==> config.mk <==
export PLATFORM = sky130hd
export DESIGN_NAME = alu_share_arbiter
export DESIGN_NICKNAME = d
export VERILOG_FILES = /design/src/rtl/alu_share_arbiter.sv
export SDC_FILE = /design/constraint.sdc
export NUM_CORES = 1
export LEC_CHECK = 0
export CAP_MARGIN = 30
export CORE_AREA = 2 2 149 151
export CTS_CLUSTER_SIZE = 10
export DETAILED_ROUTE_END_ITERATION = 12
export DIE_AREA = 0 0 151 153
export PLACE_DENSITY = 0.79
export SYNTH_ARGS = -nofsm -noshare
export SYNTH_HDL_FRONTEND = slang
export SYNTH_SLANG_ARGS = --single-unit
==> constraint.sdc <==
create_clock -name i_clk -period 5.8 [get_ports i_clk]
set_clock_uncertainty 0.15 [all_clocks]
set_input_delay 1.45 -clock i_clk [delete_from_list [all_inputs] [get_ports i_clk]]
set_output_delay 1.45 -clock i_clk [all_outputs]
set_load 0.01 [all_outputs]
==> src/rtl/alu_share_arbiter.sv <==
// Round-robin arbiter that shares one multi-cycle ALU between two EX-stage requesters.
// Registers the granted operation into the ALU and returns its result via valid/ready.
module alu_share_arbiter #(
  parameter int unsigned XLEN = 32,
  parameter int unsigned OPW  = 4
) (
  input  logic            i_clk,
  input  logic            i_rst_n,
  input  logic            i_req0_valid,
  output logic            o_req0_ready,
  input  logic [OPW-1:0]  i_req0_op,
  input  logic [XLEN-1:0] i_req0_a,
  input  logic [XLEN-1:0] i_req0_b,
  input  logic [XLEN-1:0] i_req0_c,
  input  logic            i_req0_ce,
  input  logic            i_req1_valid,
  output logic            o_req1_ready,
  input  logic [OPW-1:0]  i_req1_op,
  input  logic [XLEN-1:0] i_req1_a,
  input  logic [XLEN-1:0] i_req1_b,
  input  logic [XLEN-1:0] i_req1_c,
  input  logic            i_req1_ce,
  output logic [9:0]      o_alu_sel,
  output logic [XLEN-1:0] o_alu_a,
  output logic [XLEN-1:0] o_alu_b,
  output logic [XLEN-1:0] o_alu_c,
  output logic            o_alu_ce,
  input  logic [XLEN-1:0] i_alu_y,
  input  logic            i_alu_finish,
  output logic            o_rsp_valid,
  input  logic            i_rsp_ready,
  output logic            o_rsp_id,
  output logic [XLEN-1:0] o_rsp_data,
  output logic            o_rsp_err,
  output logic            o_busy
);

  localparam int unsigned NumOps = 10;

  typedef enum logic [1:0] {StIdle, StExec, StResp} state_e;

  state_e            state_q, state_d;
  logic              rr_q, rr_d;
  logic [9:0]        sel_q, sel_d;
  logic [XLEN-1:0]   a_q, a_d, b_q, b_d, c_q, c_d;
  logic              ce_q, ce_d;
  logic              illegal_q, illegal_d;
  logic              exec_id_q, exec_id_d;
  logic              rsp_valid_q, rsp_valid_d;
  logic              rsp_id_q, rsp_id_d;
  logic [XLEN-1:0]   rsp_data_q, rsp_data_d;
  logic              rsp_err_q, rsp_err_d;

  logic              win, gnt0, gnt1;
  logic [OPW-1:0]    g_op;
  logic [9:0]        g_sel;

  // Reset gating keeps ready low while reset is asserted.
  assign win  = i_rst_n && ((state_q == StIdle) || ((state_q == StResp) && i_rsp_ready));
  assign gnt0 = win && i_req0_valid && (!i_req1_valid || !rr_q);
  assign gnt1 = win && i_req1_valid && (!i_req0_valid || rr_q);
  assign g_op = gnt1 ? i_req1_op : i_req0_op;

  always_comb begin
    g_sel = '0;
    for (int unsigned i = 0; i < NumOps; i++) begin
      g_sel[i] = (g_op == OPW'(i));
    end
  end

  always_comb begin
    state_d     = state_q;
    rr_d        = rr_q;
    sel_d       = sel_q;
    a_d         = a_q;
    b_d         = b_q;
    c_d         = c_q;
    ce_d        = ce_q;
    illegal_d   = illegal_q;
    exec_id_d   = exec_id_q;
    rsp_valid_d = rsp_valid_q;
    rsp_id_d    = rsp_id_q;
    rsp_data_d  = rsp_data_q;
    rsp_err_d   = rsp_err_q;

    unique case (state_q)
      StIdle: ;
      StExec: begin
        // Illegal ops never reach the ALU, so its finish flag is irrelevant.
        if (illegal_q) begin
          rsp_valid_d = 1'b1;
          rsp_id_d    = exec_id_q;
          rsp_data_d  = '0;
          rsp_err_d   = 1'b1;
          state_d     = StResp;
        end else if (i_alu_finish) begin
          rsp_valid_d = 1'b1;
          rsp_id_d    = exec_id_q;
          rsp_data_d  = i_alu_y;
          rsp_err_d   = 1'b0;
          sel_d       = '0;
          state_d     = StResp;
        end
      end
      StResp: begin
        if (i_rsp_ready) begin
          rsp_valid_d = 1'b0;
          state_d     = StIdle;
        end
      end
      default: state_d = StIdle;
    endcase

    if (gnt0 || gnt1) begin
      a_d       = gnt1 ? i_req1_a : i_req0_a;
      b_d       = gnt1 ? i_req1_b : i_req0_b;
      c_d       = gnt1 ? i_req1_c : i_req0_c;
      ce_d      = (gnt1 ? i_req1_ce : i_req0_ce) & g_sel[0];
      sel_d     = g_sel;
      illegal_d = ~|g_sel;
      exec_id_d = gnt1;
      rr_d      = ~gnt1;
      state_d   = StExec;
    end
  end

  always_ff @(posedge i_clk or negedge i_rst_n) begin
    if (!i_rst_n) begin
      state_q     <= StIdle;
      rr_q        <= 1'b0;
      sel_q       <= '0;
      a_q         <= '0;
      b_q         <= '0;
      c_q         <= '0;
      ce_q        <= 1'b0;
      illegal_q   <= 1'b0;
      exec_id_q   <= 1'b0;
      rsp_valid_q <= 1'b0;
      rsp_id_q    <= 1'b0;
      rsp_data_q  <= '0;
      rsp_err_q   <= 1'b0;
    end else begin
      state_q     <= state_d;
      rr_q        <= rr_d;
      sel_q       <= sel_d;
      a_q         <= a_d;
      b_q         <= b_d;
      c_q         <= c_d;
      ce_q        <= ce_d;
      illegal_q   <= illegal_d;
      exec_id_q   <= exec_id_d;
      rsp_valid_q <= rsp_valid_d;
      rsp_id_q    <= rsp_id_d;
      rsp_data_q  <= rsp_data_d;
      rsp_err_q   <= rsp_err_d;
    end
  end

  assign o_req0_ready = gnt0;
  assign o_req1_ready = gnt1;
  assign o_alu_sel    = sel_q;
  assign o_alu_a      = a_q;
  assign o_alu_b      = b_q;
  assign o_alu_c      = c_q;
  assign o_alu_ce     = ce_q;
  assign o_rsp_valid  = rsp_valid_q;
  assign o_rsp_id     = rsp_id_q;
  assign o_rsp_data   = rsp_data_q;
  assign o_rsp_err    = rsp_err_q;
  assign o_busy       = (state_q != StIdle);

endmodule

**Word-level counts from Yosys, hierarchy flattened**

Index checks and enable logic that the tools add are counted.

- Logic and storage cells: 82
- Output and inout port bits: 145
- Register bits after elaboration: 147

- Multiplexer cells: 24
- Equal/unequal tests: 17
- Reductions and logical operators: 26
- Bitwise gates (word level): 2

Operator list:

| operator | number |
|---|---|
| two-way mux 32 bit | 5 |
| two-way mux 10 bit | 4 |
| equality test 4 x 3 -> 1 bit, second input constant | 4 |
| nonzero test 2 bit | 5 |
| OR reduction 10 bit | 1 |
| AND reduction 3 bit | 3 |
| equality test 4 x 2 -> 1 bit, second input constant | 2 |
| equality test 4 bit, second input constant | 2 |
| two-way mux 1 bit | 8 |
| two-way mux 2 bit | 4 |
| logical AND 1 bit | 6 |
| one-hot mux 2 bit (3 select lines) | 1 |
| equality test 4 x 1 -> 1 bit, second input constant | 1 |
| zero test 1 bit | 4 |
| zero test 4 bit | 1 |
| logical OR 1 bit | 4 |
| two-way mux 4 bit | 1 |
| inequality test 2 x 1 -> 1 bit, second input constant | 2 |
| inequality test 4 bit, second input constant | 1 |
| inequality test 3 x 2 -> 1 bit, second input constant | 1 |
| inequality test 3 bit, second input constant | 1 |
| equality test 2 x 1 -> 1 bit, second input constant | 1 |
| equality test 2 bit, second input constant | 1 |
| zero test 2 bit | 1 |
| other kinds (5) | 5 |

**Logic depth before layout (Yosys ltp)**

- Word-level depth: 10
- Gate-level depth with buffers: 6
- Depth with buffers taken out: 4

**Worst setup path before layout**

Ideal clock, no wire load.

- Path type: input-to-output
- From: input port i_rst_n
- To: output port o_req1_ready
- Path buffers: 2
- Path slack: 1.832 ns
- Data arrival time: 2.368 ns
- Required time: 4.200 ns
- Cell stages on the path: 4
- Path through: nand2b_1 nor4_4 buf_2 buf_2

- Longest elaborated chain between the ends: 3

Ends and longest elaborated chain:

| item | line | source |
|---|---|---|
| start, declared | 8 | `input logic i_rst_n,` |
| logical AND 1 bit | 59 | `assign win = i_rst_n && ((state_q == StIdle) \|\| ((state_q == StResp) && i_rsp_ready));` |
| logical AND 1 bit (2 in a row) | 61 | `assign gnt1 = win && i_req1_valid && (!i_req0_valid \|\| rr_q);` |
| end, declared | 17 | `output logic o_req1_ready,` |

Every way passes these cells.

**Final worst setup path**

- From: input port i_req1_valid
- To: output port o_req1_ready

- Longest elaborated chain between the ends: 2

Ends and longest elaborated chain:

| item | line | source |
|---|---|---|
| start, declared | 16 | `input logic i_req1_valid,` |
| logical AND 1 bit (2 in a row) | 61 |  |

Every way passes these cells.

==> metrics.md <==
| Metric | Value |
|---|---|
| Outcome | completed |
| Largest family of logic cells by synthesized area | compound AO/OA/AOI/OAI gates |
| Crit-path slowest cell | clkdlybuf4s50_1 |
| Met2 routed WL | roughly 11,000 microns |
| FMAX | ~210 MHz |
| Cells after synthesis | about 480 |
| Netlist cell types | 34 |
| Arr. time, crit path | about 3300 ps |
| Post-DRT Antenna Nets | 0 |
| Total power | just over 5 mW |
| Clk_lat worst skew | just over 400 ps |
| Worst Tran Pin Value | 918 ps |
| Yosys warning count | 0 |
| Row count | 54 |
| TNS Setup | 0 ps |
| Max-Cap Viols | 0 |
| GRT Residual Overflow | 0 |
| Final Cell Area | 11,200 sq um |
| Worst path cell trace | clkdlybuf4s50_1 > inv_1 > nor4_4 > clkdlybuf4s50_1 |
| Synth Area per Inst | around 13 sq um |
| Share of the synthesized area in the top cell type | 0.573 |
| Nets | around 1.1k |
| Hold depth | 1 |
| Compound-Gate Fraction of Synth Area | 0.220 |
| Most common cell after layout, fill and taps aside | clkdlybuf4s50_1 |
| CP required | ~4200 ps |
| Metal-1 WL | 7620 microns |
| Worst slew margin | 0.388 |
| Critical path's most frequent cell | clkdlybuf4s50_1 |
| Fill cells | a little under 2k |
| Maximum buffer depth of the clock tree | 2 |
| Detailed Route Iter0 Violations | ~200 |
| Setup CP Type | in2out |
| Max stage delay on crit path | 620 ps |
| Hold Vio Cnt, Final | 0 |
| TritonCTS buffer count | 17 |
| Largest net degree at the start of global routing | 75 |
| Crit share post-route | 0.836 |
| PD cells | 465 nW/um^2 |
| Count of final max-slew check failures | 0 |
| Die width | about 150 microns |
| Clock sink count | 147 |
| Buffers on Ports | roughly 380 |
| Simple-gate portion of the synthesized area | 0.0337 |
| Standby leakage power | about 5 nW |
| CTS tree | done |
| Number of remaining DRC errors | 0 |
| Ys flop type | dfrtp_1 |
| Final Setup Violations | 0 |
| Synth Area in Adders | 0 |
| CTS Root Cell | clkbuf_16 |
| Post-CTS sizing | 0 |
| I/O Pins | 385 |
| Dpl hpwl | around 16,000 microns |
| Highest metal layer with signal wires | met5 |
| Htree depth | 4 |
| Seq cells post-synth | 147 |
| Drt first pass iters | 5 |
| Hold crit path type | reg2reg |
| GRT Util Overall | 0.177 |
| Most frequent cells in the layout | clkdlybuf4s50_1, dfrtp_1, a22o_1 |
| Asr flop ratio synth | 1.00 |
| Hold buffers post-CTS | 0 |
| Post-Place Setup Slack | between 900 and 1000 ps |
| Die area | between 20,000 and 25,000 sq um |
| Share of layout cells above drive strength 1 | 0.151 |
| GPL Wtd Cong | around 0.77 |
| Met3 wire length | 1890 microns |
| Die height | roughly 150 microns |
| Min Tclk post-route | approximately 4800 ps |
| Mux contribution to synthesized area | 0.147 |
| Via count | between 5k and 6k |
| Final WL | roughly 21,000 microns |
| Netlist Area Pre-Place | 6420 sq um |
| R2R cell count | 6 |
| First-pass GRT wire length | roughly 31,000 microns |
| CP startpoint kind | input pin |
| Vias in the first global route | 5,868 |
| RSZ-0062 raised after global routing | false |
| XOR/XNOR Fraction of Synth Area | 0 |
| DP Area | between 10,000 and 15,000 sq um |
| Routed WL per cell | about 18 microns |
| Post-CTS Setup Inserts | 0 |
| DR vias/cell | approximately 4.8 |
| Initial Utilization | 0.299 |
| Dominant cells by area after synthesis | dfrtp_1, mux2_2, a22o_1, a21o_1, a32o_1 |
| Crit Path Max Fanout | 6 |
| Crit. End Element | output pin |
| Area grow syn2layout | 74.0% |
| Post-synth EDFFs | 0 |
| Mapped Nets | ~700 |
| Area of the core | 21,500 sq um |
| Setup WS post-layout | roughly 950 ps |
| Clock Pin Slew Worst Setup and Hold Paths | about 60 ps |
| Seq/Total Area, Yosys | 0.573 |
| Worst vdd ir | about 0.17 mV |
| Initial antenna violation count | 2 |
| Yosys top cell by area | dfrtp_1 |
-- per-stage QoR --
step           hold slack [ps]  utilization  cells
6_report                   322        0.520   1151
5_1_grt                    343        0.520   1150
4_1_cts                    327        0.518   1149
3_5_place_dp               314        0.491   1117
3_3_place_gp               308        0.491   1117
2_1_floorplan              331            -    478
-- cells in the mapped netlist, types with 2 or more instances --
cell	instances
dfrtp_1	147
a22o_1	94
mux2_2	81
a21o_1	57
clkbuf_1	17
buf_2	14
nor2_1	10
nand2_1	8
a32o_1	7
nand2b_1	6
inv_1	5
mux2i_1	3
o21ai_0	3
buf_4	2
nand3_1	2
nor2b_1	2
nor3_2	2
or2_2	2
-- worst max-delay path: cells and delay by family --
kind	cells	cell delay (ps)
simple gates	1	460
buf+inv	3	1320
-- area by class of cell --
| type | count | area (sq um) | area share |
|---|---|---|---|
| Inverter | 5 | 18.8 | 0.00168 |
| Multi-Input combinational cell | 292 | 2590 | 0.232 |
| Clock buffer | 20 | 447 | 0.0400 |
| Sequential cell | 147 | 3680 | 0.329 |
| Clock inverter | 12 | 145 | 0.0130 |
| Tap cell | 280 | 350 | 0.0314 |
| Antenna cell | 1 | 2.50 | 0.000224 |
| Timing Repair Buffer | 394 | 3940 | 0.353 |
-- per-layer routing --
| layer | up-vias | global-route usage |
|---|---|---|
| li1 | 2564 | - |
| met1 | 2687 | 0.192 |
| met2 | 260 | 0.321 |
| met3 | 29 | 0.0588 |
| met4 | 2 | 0.0596 |
| met5 | - | 0 |
-- power breakdown --
group	switching, mW	internal (mW)	total [mW]
logic	0.913	1.41	2.33
registers	0.263	1.50	1.77
clock network	0.444	0.654	1.10
total	1.62	3.57	5.19
-- worst paths after layout --
kind | end | from | slack (ps)
min in group asynchronous | exec_id_q | i_rst_n | 1010
setup / recovery | o_req1_ready | i_req1_valid | 950
max in group asynchronous | o_rsp_data[1] | i_rst_n | 3770
hold / removal | o_alu_b[9] | o_alu_b[9] | 320
setup reg to reg | o_alu_a[9] | state_q[0] | 2820
hold reg to reg | o_alu_b[9] | o_alu_b[9] | 320
-- state kept, by name, indices dropped and copies added, names as in the netlist --
name	flops
o_alu_a	32
o_alu_b	32
o_alu_c	32
o_rsp_data	32
o_alu_sel	10
state_q	2
exec_id_q	1
illegal_q	1
o_alu_ce	1
o_rsp_err	1
o_rsp_id	1
o_rsp_valid	1
rr_q	1
-- cells by family after synthesis --
family / Yosys count
AO/OA/AOI/OAI: 170
buffers and inverters: 39
flip-flops: 147
multiplexers: 84
AND/OR/NAND/NOR: 38
(Power assumes the default switching activity.)
